**src/rtl/sp_ram_pkg.sv**
```systemverilog
// Shared types and helpers for the parametrised single-port RAM.
package sp_ram_pkg;

    typedef enum logic [1:0] {
        RD_NO_CHANGE   = 2'd0,
        RD_READ_FIRST  = 2'd1,
        RD_WRITE_FIRST = 2'd2
    } rd_mode_e;

    typedef enum logic {
        CLEAR = 1'b0,
        READY = 1'b1
    } ram_state_e;

    // Widest word the merge helper handles; callers zero-extend into it and
    // cast the result back down to their own width.
    localparam int MAX_DATA_W = 1024;
    localparam int MAX_BE_W   = MAX_DATA_W / 8;

    // Byte-lane merge: lanes with be set take the new word, others keep the old.
    function automatic logic [MAX_DATA_W-1:0] be_merge(
        input logic [MAX_DATA_W-1:0] old_word,
        input logic [MAX_DATA_W-1:0] new_word,
        input logic [MAX_BE_W-1:0]   be
    );
        logic [MAX_DATA_W-1:0] res;
        res = old_word;
        for (int i = 0; i < MAX_BE_W; i++) begin
            if (be[i]) begin
                res[8*i +: 8] = new_word[8*i +: 8];
            end
        end
        return res;
    endfunction

endpackage

```
**src/rtl/sp_ram_clear_ctrl.sv**
```systemverilog
// Clear sequencer: owns the CLEAR/READY FSM, the sweep counter, the ready
// flag and the mux that hands the memory write port to either the sweep or
// the user access.
//
//   state | meaning
//   CLEAR | sweep writes 0 to word cnt each cycle, accesses refused
//   READY | sweep idle, user accesses accepted
module sp_ram_clear_ctrl
    import sp_ram_pkg::*;
#(
    parameter int DATA_W = 8,
    parameter int ADDR_W = 6,
    parameter int DEPTH  = 2**ADDR_W
) (
    input  logic              clk,
    input  logic              rst_n,
    input  logic              clear_i,
    input  logic              acc_we_i,
    input  logic [ADDR_W-1:0] acc_addr_i,
    input  logic [DATA_W-1:0] acc_wdata_i,
    output logic              ready_o,
    output logic              mem_we_o,
    output logic [ADDR_W-1:0] mem_addr_o,
    output logic [DATA_W-1:0] mem_wdata_o
);

    localparam logic [ADDR_W-1:0] LAST_ADDR = ADDR_W'(DEPTH - 1);

    ram_state_e        state_q, state_d;
    logic [ADDR_W-1:0] cnt_q, cnt_d;

    // State and sweep counter registers; reset starts a fresh sweep.
    always_ff @(posedge clk or negedge rst_n) begin
        if (!rst_n) begin
            state_q <= CLEAR;
            cnt_q   <= '0;
        end else begin
            state_q <= state_d;
            cnt_q   <= cnt_d;
        end
    end

    // Next-state: a clear pulse always (re)starts the sweep at word 0.
    always_comb begin
        state_d = state_q;
        cnt_d   = cnt_q;
        case (state_q)
            CLEAR: begin
                if (clear_i) begin
                    cnt_d = '0;
                end else if (cnt_q == LAST_ADDR) begin
                    cnt_d   = '0;
                    state_d = READY;
                end else begin
                    cnt_d = cnt_q + 1'b1;
                end
            end
            READY: begin
                if (clear_i) begin
                    cnt_d   = '0;
                    state_d = CLEAR;
                end
            end
            default: begin
                cnt_d   = '0;
                state_d = CLEAR;
            end
        endcase
    end

    // Write port mux: the sweep owns the port for the whole CLEAR state.
    always_comb begin
        mem_we_o    = acc_we_i;
        mem_addr_o  = acc_addr_i;
        mem_wdata_o = acc_wdata_i;
        if (state_q == CLEAR) begin
            mem_we_o    = 1'b1;
            mem_addr_o  = cnt_q;
            mem_wdata_o = '0;
        end
    end

    assign ready_o = (state_q == READY);

endmodule

```
**src/rtl/sp_ram_param.sv**
```systemverilog
// Parametrised single-port RAM: byte-write enables, selectable
// read-during-write behaviour, optional output register and a clear sweep
// after reset or on command. Responses come back with an rvalid strobe and
// rdata holds the last returned word between strobes.
module sp_ram_param
    import sp_ram_pkg::*;
#(
    parameter int DATA_W  = 8,
    parameter int ADDR_W  = 6,
    parameter int DEPTH   = 2**ADDR_W,
    parameter int RD_MODE = 1,
    parameter int OUT_REG = 0
) (
    input  logic                clk,
    input  logic                rst_n,
    input  logic                clear_i,
    input  logic                en_i,
    input  logic                we_i,
    input  logic [DATA_W/8-1:0] be_i,
    input  logic [ADDR_W-1:0]   addr_i,
    input  logic [DATA_W-1:0]   wdata_i,
    output logic                ready_o,
    output logic [DATA_W-1:0]   rdata_o,
    output logic                rvalid_o
);

    localparam rd_mode_e MODE = rd_mode_e'(RD_MODE[1:0]);

    if ((DATA_W % 8) != 0 || DATA_W < 8 || DATA_W > MAX_DATA_W) begin : g_bad_data_w
        $fatal(1, "sp_ram_param: DATA_W must be a multiple of 8 within range");
    end
    if (DEPTH < 1 || DEPTH > 2**ADDR_W) begin : g_bad_depth
        $fatal(1, "sp_ram_param: DEPTH must lie in 1..2**ADDR_W");
    end
    if (RD_MODE < 0 || RD_MODE > 2) begin : g_bad_rd_mode
        $fatal(1, "sp_ram_param: RD_MODE must be 0, 1 or 2");
    end
    if (OUT_REG != 0 && OUT_REG != 1) begin : g_bad_out_reg
        $fatal(1, "sp_ram_param: OUT_REG must be 0 or 1");
    end

    logic [DATA_W-1:0] mem_q [DEPTH];

    logic              ready;
    logic              accept;
    logic              in_range;
    logic              acc_we;
    logic [DATA_W-1:0] old_word;
    logic [DATA_W-1:0] merged_word;
    logic              mem_we;
    logic [ADDR_W-1:0] mem_addr;
    logic [DATA_W-1:0] mem_wdata;

    logic              s0_valid_d, s0_valid_q;
    logic [DATA_W-1:0] s0_data_d, s0_data_q;
    logic              s1_valid_q;
    logic [DATA_W-1:0] s1_data_q;

    assign accept   = en_i & ready;
    assign in_range = (32'(addr_i) < DEPTH);
    assign acc_we   = accept & we_i & in_range;

    // Current word at the access address; out-of-range addresses read as 0.
    always_comb begin
        old_word = '0;
        if (in_range) begin
            old_word = mem_q[addr_i];
        end
    end

    assign merged_word = DATA_W'(be_merge(MAX_DATA_W'(old_word),
                                          MAX_DATA_W'(wdata_i),
                                          MAX_BE_W'(be_i)));

    sp_ram_clear_ctrl #(
        .DATA_W (DATA_W),
        .ADDR_W (ADDR_W),
        .DEPTH  (DEPTH)
    ) u_clear_ctrl (
        .clk         (clk),
        .rst_n       (rst_n),
        .clear_i     (clear_i),
        .acc_we_i    (acc_we),
        .acc_addr_i  (addr_i),
        .acc_wdata_i (merged_word),
        .ready_o     (ready),
        .mem_we_o    (mem_we),
        .mem_addr_o  (mem_addr),
        .mem_wdata_o (mem_wdata)
    );

    // Storage array; contents are initialised by the clear sweep, not by reset.
    always_ff @(posedge clk) begin
        if (mem_we) begin
            mem_q[mem_addr] <= mem_wdata;
        end
    end

    // Response selection: reads always answer, writes answer per RD_MODE.
    always_comb begin
        s0_valid_d = 1'b0;
        s0_data_d  = old_word;
        if (accept) begin
            if (!we_i) begin
                s0_valid_d = 1'b1;
            end else begin
                case (MODE)
                    RD_READ_FIRST: begin
                        s0_valid_d = 1'b1;
                    end
                    RD_WRITE_FIRST: begin
                        s0_valid_d = 1'b1;
                        s0_data_d  = in_range ? merged_word : '0;
                    end
                    default: begin
                        s0_valid_d = 1'b0;
                    end
                endcase
            end
        end
    end

    // Synchronous read stage and output holding stage.
    always_ff @(posedge clk or negedge rst_n) begin
        if (!rst_n) begin
            s0_valid_q <= 1'b0;
            s0_data_q  <= '0;
            s1_valid_q <= 1'b0;
            s1_data_q  <= '0;
        end else begin
            s0_valid_q <= s0_valid_d;
            if (s0_valid_d) begin
                s0_data_q <= s0_data_d;
            end
            s1_valid_q <= s0_valid_q;
            if (s0_valid_q) begin
                s1_data_q <= s0_data_q;
            end
        end
    end

    if (OUT_REG == 1) begin : g_out_reg
        logic              s2_valid_q;
        logic [DATA_W-1:0] s2_data_q;

        // Extra output pipeline stage, holding its data between strobes.
        always_ff @(posedge clk or negedge rst_n) begin
            if (!rst_n) begin
                s2_valid_q <= 1'b0;
                s2_data_q  <= '0;
            end else begin
                s2_valid_q <= s1_valid_q;
                if (s1_valid_q) begin
                    s2_data_q <= s1_data_q;
                end
            end
        end

        assign rvalid_o = s2_valid_q;
        assign rdata_o  = s2_data_q;
    end else begin : g_no_out_reg
        assign rvalid_o = s1_valid_q;
        assign rdata_o  = s1_data_q;
    end

    assign ready_o = ready;

endmodule

```
**config.mk**
```make
export PLATFORM = sky130hd
export DESIGN_NAME = sp_ram_param
export DESIGN_NICKNAME = d
export VERILOG_FILES = /design/src/rtl/sp_ram_pkg.sv /design/src/rtl/sp_ram_clear_ctrl.sv /design/src/rtl/sp_ram_param.sv
export SDC_FILE = /design/constraint.sdc
export NUM_CORES = 1
export LEC_CHECK = 0
export BUFFER_PORTS_ARGS = -buffer_cell sky130_fd_sc_hd__buf_2
export CAP_MARGIN = 10
export CORE_MARGIN = 3
export CORE_UTILIZATION = 45
export CTS_CLUSTER_DIAMETER = 100
export DETAILED_ROUTE_END_ITERATION = 12
export PLACE_DENSITY_LB_ADDON = 0.12
export SLEW_MARGIN = 20
export SYNTH_ARGS = -nofsm -noshare
export SYNTH_HDL_FRONTEND = slang
export SYNTH_SLANG_ARGS = --single-unit
```
**constraint.sdc**
```tcl
create_clock -name clk -period 6 [get_ports clk]
set_clock_uncertainty 0.2 [all_clocks]
set_input_delay 0.9 -clock clk [delete_from_list [all_inputs] [get_ports clk]]
set_output_delay 0.9 -clock clk [all_outputs]
set_load 0.01 [all_outputs]
```
==> impl_results.html <==
<table>
<tr><th>Metric</th><th>Value</th></tr>
<tr><th colspan="2">Power and ir drop</th></tr>
<tr><td>Worst voltage drop across the vdd grid</td><td>approximately 0.20 mV</td></tr>
<tr><td>Sequential share of power</td><td>53.4%</td></tr>
<tr><td>Leakage Power</td><td>roughly 8.1 nW</td></tr>
<tr><td>Total power density per cell area</td><td>321.7 nW/um^2</td></tr>
<tr><td>Int Power</td><td>between 6 and 7 mW</td></tr>
<tr><td>Power dissipated by switching net loads</td><td>about 1.6 mW</td></tr>
<tr><td>Total power after layout</td><td>~7.7 mW</td></tr>
<tr><td>Switching share of power</td><td>a little over a fifth</td></tr>
<tr><td>Gate power share</td><td>under 10%</td></tr>
<tr><td>Power share of the clock group</td><td>~42%</td></tr>
<tr><th colspan="2">STA</th></tr>
<tr><td>Final worst hold slack</td><td>about 0.15 ns</td></tr>
<tr><td>Hold Fails Final Rpt</td><td>0</td></tr>
<tr><td>Actual transition at the worst max-transition pin</td><td>1.071 ns</td></tr>
<tr><td>Max-slew violations</td><td>0</td></tr>
<tr><td>Min Tclk post-route</td><td>3.996 ns</td></tr>
<tr><td>Slew headroom</td><td>between 20% and 30%</td></tr>
<tr><td>Unrepaired setup endpoints after global routing</td><td>false</td></tr>
<tr><td>Final period util</td><td>66.60%</td></tr>
<tr><td>Final-layout setup total negative slack</td><td>0 ns</td></tr>
<tr><td>Final setup violating endpoints</td><td>0</td></tr>
<tr><td>Max Fclk</td><td>approximately 0.25 GHz</td></tr>
<tr><th colspan="2">Critical path</th></tr>
<tr><td>Arrival time of data at the critical path endpoint</td><td>just over 4 ns</td></tr>
<tr><td>Worst path slowest cell</td><td>buf_8</td></tr>
<tr><td>Critical path data required time</td><td>just over 6 ns</td></tr>
<tr><td>Worst path most repeated cell</td><td>buf_4</td></tr>
<tr><td>Category of the most critical setup path</td><td>primary input to flip-flop</td></tr>
<tr><td>Worst Setup Start Kind</td><td>primary input</td></tr>
<tr><td>Critical Path, Cell by Cell</td><td>buf_8 &gt; buf_4 &gt; mux4_2 &gt; a22oi_1 &gt; a21oi_1 &gt; nor4_2 &gt; o21ai_4 &gt; buf_4</td></tr>
<tr><td>Critical path peak fanout</td><td>74</td></tr>
<tr><td>Crit-path max cell delay</td><td>about 0.57 ns</td></tr>
<tr><td>Endpoint kind of the worst setup timing path</td><td>flip-flop</td></tr>
<tr><th colspan="2">Flow run</th></tr>
<tr><td>Max-cap violations</td><td>0</td></tr>
<tr><th colspan="2">Placement</th></tr>
<tr><td>Routability Congestion</td><td>0.8258</td></tr>
<tr><td>Placed cell area</td><td>between 20,000 and 25,000 um^2</td></tr>
<tr><td>HPWL after detailed placement</td><td>around 33 mm</td></tr>
<tr><td>Number of instances in the placed design</td><td>around 1,700</td></tr>
<tr><td>Number of buffers inserted by port buffering</td><td>29</td></tr>
<tr><th colspan="2">Clock tree</th></tr>
<tr><td>Clock tree buffer depth</td><td>3</td></tr>
<tr><td>Cell at the root of the clock tree</td><td>clkbuf_16</td></tr>
<tr><td>H-tree level count</td><td>2</td></tr>
<tr><td>Worst-skew pair later-pin latency</td><td>roughly 0.60 ns</td></tr>
<tr><td>Post-CTS Setup Inserts</td><td>0</td></tr>
<tr><td>Post-cts hold buffer count</td><td>0</td></tr>
<tr><td>Number of buffers inserted during clock tree synthesis</td><td>56</td></tr>
<tr><td>Number of instances resized during post-cts repair</td><td>0</td></tr>
<tr><td>Clock slew at reported path FFs</td><td>0.06 ns</td></tr>
<tr><td>TritonCTS clock tree</td><td>yes</td></tr>
<tr><td>Clk sinks</td><td>about 540</td></tr>
<tr><th colspan="2">Route</th></tr>
<tr><td>Total DRC errors in the routed layout</td><td>0</td></tr>
<tr><td>DR vias</td><td>10,740</td></tr>
<tr><td>Total length of routed wires</td><td>about 52 mm</td></tr>
<tr><td>Antenna violation net count after detailed routing</td><td>0</td></tr>
<tr><td>Detailed-route wire length per cell</td><td>about 30 um</td></tr>
<tr><td>Number of DRC violations after detailed-routing iteration 0</td><td>approximately 1,100</td></tr>
<tr><td>Pre-antenna DRT Iters</td><td>5</td></tr>
<tr><td>Post-DR vias/cell</td><td>5.983</td></tr>
<tr><th colspan="2">Floorplan</th></tr>
<tr><td>Std cell rows</td><td>between 70 and 80</td></tr>
<tr><td>Effective utilization at floorplan</td><td>between 40 and 50%</td></tr>
<tr><td>Die Y</td><td>~220 um</td></tr>
<tr><td>Ports</td><td>30</td></tr>
<tr><td>Die outline area</td><td>49,610 um^2</td></tr>
<tr><td>Placeable Area</td><td>about 46,000 um^2</td></tr>
<tr><td>DIE WIDTH</td><td>between 200 and 250 um</td></tr>
<tr><th colspan="2">Layout</th></tr>
<tr><td>Area taken by flip-flops and latches</td><td>16,000 um^2</td></tr>
<tr><td>Total inserted antenna cells</td><td>0</td></tr>
<tr><td>Layout cells sized above 1</td><td>24.69%</td></tr>
<tr><td># fillers</td><td>about 3,700</td></tr>
<tr><td>Total area of multi-input combinational cells</td><td>just under 5000 um^2</td></tr>
<tr><td>Commonest non-fill, non-tap cells in the layout</td><td>512 x edfxtp_1, 98 x mux4_2, 71 x nor2_1</td></tr>
<tr><td>Net total in the final layout</td><td>roughly 1,200</td></tr>
<tr><td>Final cell area excluding filler cells</td><td>between 20,000 and 25,000 um^2</td></tr>
<tr><td>Leading cell type in the layout, fill and taps excluded</td><td>edfxtp_1</td></tr>
<tr><td>Synth-to-Final Area Change</td><td>12.84%</td></tr>
<tr><td>Number of standard cells in the layout, taps in and fillers out</td><td>1,795</td></tr>
<tr><th colspan="2">Logic synthesis</th></tr>
<tr><td>Fraction of post-synthesis cell area in the top cell type by area</td><td>72.74%</td></tr>
<tr><td>Cell area after synthesis</td><td>about 21,000 um^2</td></tr>
<tr><td>Number of standard cells after synthesis</td><td>approximately 1,100</td></tr>
<tr><td>Number of flip-flops and latches in the synthesized netlist</td><td>about 540</td></tr>
<tr><td>Syn_area_per_cell</td><td>19.55 um^2</td></tr>
<tr><td>Sequential share of the synthesized area</td><td>approximately 76%</td></tr>
<tr><td>Mapped Nets</td><td>approximately 1,100</td></tr>
<tr><td>Synth cell types</td><td>42</td></tr>
<tr><td>Cell taking the most area after synthesis</td><td>edfxtp_1</td></tr>
<tr><td>Yosys Warn Count</td><td>0</td></tr>
<tr><td>Area contributors post-synth</td><td>edfxtp_1 73%, mux4_2 10%, dfrtp_1 3.0%</td></tr>
<tr><th colspan="2">GRT</th></tr>
<tr><td>Antenna violations before repair</td><td>2</td></tr>
<tr><td>Largest net degree at the start of global routing</td><td>between 70 and 80</td></tr>
<tr><td>GR Util All Layers</td><td>roughly a fifth</td></tr>
<tr><td>Vias in the first global route</td><td>10,570</td></tr>
<tr><td>Overall overflow remaining after global route</td><td>0</td></tr>
<tr><td>Global-route wire length before repair</td><td>between 70 and 80 mm</td></tr>
<tr><th colspan="2">Run status</th></tr>
<tr><td>Outcome</td><td>finished clean</td></tr>
<tr><th colspan="2">Hold path</th></tr>
<tr><td>Min-Delay Path Class</td><td>primary input to async pin</td></tr>
</table>
cell usage after synthesis, drive strengths merged:
cell     number
edfxtp      512
mux4         98
nor2         78
a22oi        65
mux2i        59
nand2        42
a21oi        32
buf          29
clkbuf       25
dfrtp        25
mux2         22
o21ai        15
o22ai         9
nand2b        7
nor4          7
o31ai         7
nor2b         6
nor3          6
inv           5
nand3         4
a21boi        3
a21o          3
and2          3
o41a          3
or2           3
a211oi        2
o21a          2
o2bb2ai       2
a2bb2oi       1
ha            1
nand4         1
nand4b        1
nor3b         1
xnor2         1
xor2          1
power groups by stage:
stage               sequential (mW)  clock (mW)  combinational (mW)
floorplan                      4.16           0               0.220
global placement               4.17           0               0.331
detailed placement             4.17           0               0.333
CTS                            4.09        3.32               0.334
global route                   4.09        3.47               0.351
finish                         4.09        3.25               0.332
stage by stage:
stage	utilization, %	worst slack [ns]
after floorplan	-	0.2683
after global placement	48.18	1.419
after detailed placement	48.20	1.406
after CTS	51.98	2.046
after global routing	52.00	1.832
final	52.00	2.004
cell type report:
cell class	instances	share of cell area, %
clock buffer	77	6.773
clock inverter	25	0.4984
inverter	5	0.07869
multi-input combinational	485	20.49
sequential	537	67.09
tap	600	3.148
timing repair buffer	66	1.931
sequential cells by signal, summed over array words and instances (netlist names):
| name | count |
|---|---|
| mem_q | 512 |
| rdata_o | 8 |
| s0_data_q | 8 |
| u_clear_ctrl.cnt_q | 6 |
| rvalid_o | 1 |
| s0_valid_q | 1 |
| u_clear_ctrl.ready_o | 1 |
worst paths after layout:
kind,from,endpoint,cells past startpoint,slack [ns]
worst max-delay path,addr_i[0],mem_q[26][5]$_DFFE_PP_,8,2.00
worst min-delay path,rst_n,rdata_o[7]$_DFFE_PN0P_,1,0.15
worst max register to register,u_clear_ctrl.ready_o$_DFF_PN0_,mem_q[10][7]$_DFFE_PP_,4,2.32
worst min register to register,s0_data_q[1]$_DFFE_PN0N_,s0_data_q[1]$_DFFE_PN0N_,2,0.30
max in group asynchronous,rst_n,u_clear_ctrl.cnt_q[5]$_DFFE_PN0P_,1,4.97
min in group clk,s0_data_q[1]$_DFFE_PN0N_,s0_data_q[1]$_DFFE_PN0N_,2,0.30
routing by layer:
metal  part of all wire, %  global-route usage (%)  vias to the layer above
met3                   7.7                   3.977                       73
li1                      -                       -                     4573
met4                   1.9                   4.594                        0
met5                     0                       0                        -
met1                    43                   31.60                     5638
met2                    47                   33.10                      456
logic make-up after synthesis:
group	share of synthesized area, %
flip-flops	75.70
multiplexers	14.41
AND/OR/NAND/NOR	3.422
AO/OA/AOI/OAI	4.576
buffers and inverters	1.752
XOR/XNOR	0.08289
adder cells (fa/ha/maj)	0.05919
worst max-delay path: cells and delay by family:
kind            cells  cell delay, ns
mux                 1            0.56
simple gates        1            0.33
buf+inv             3            1.42
compound gates      3            0.60
(Power assumes the default switching activity.)
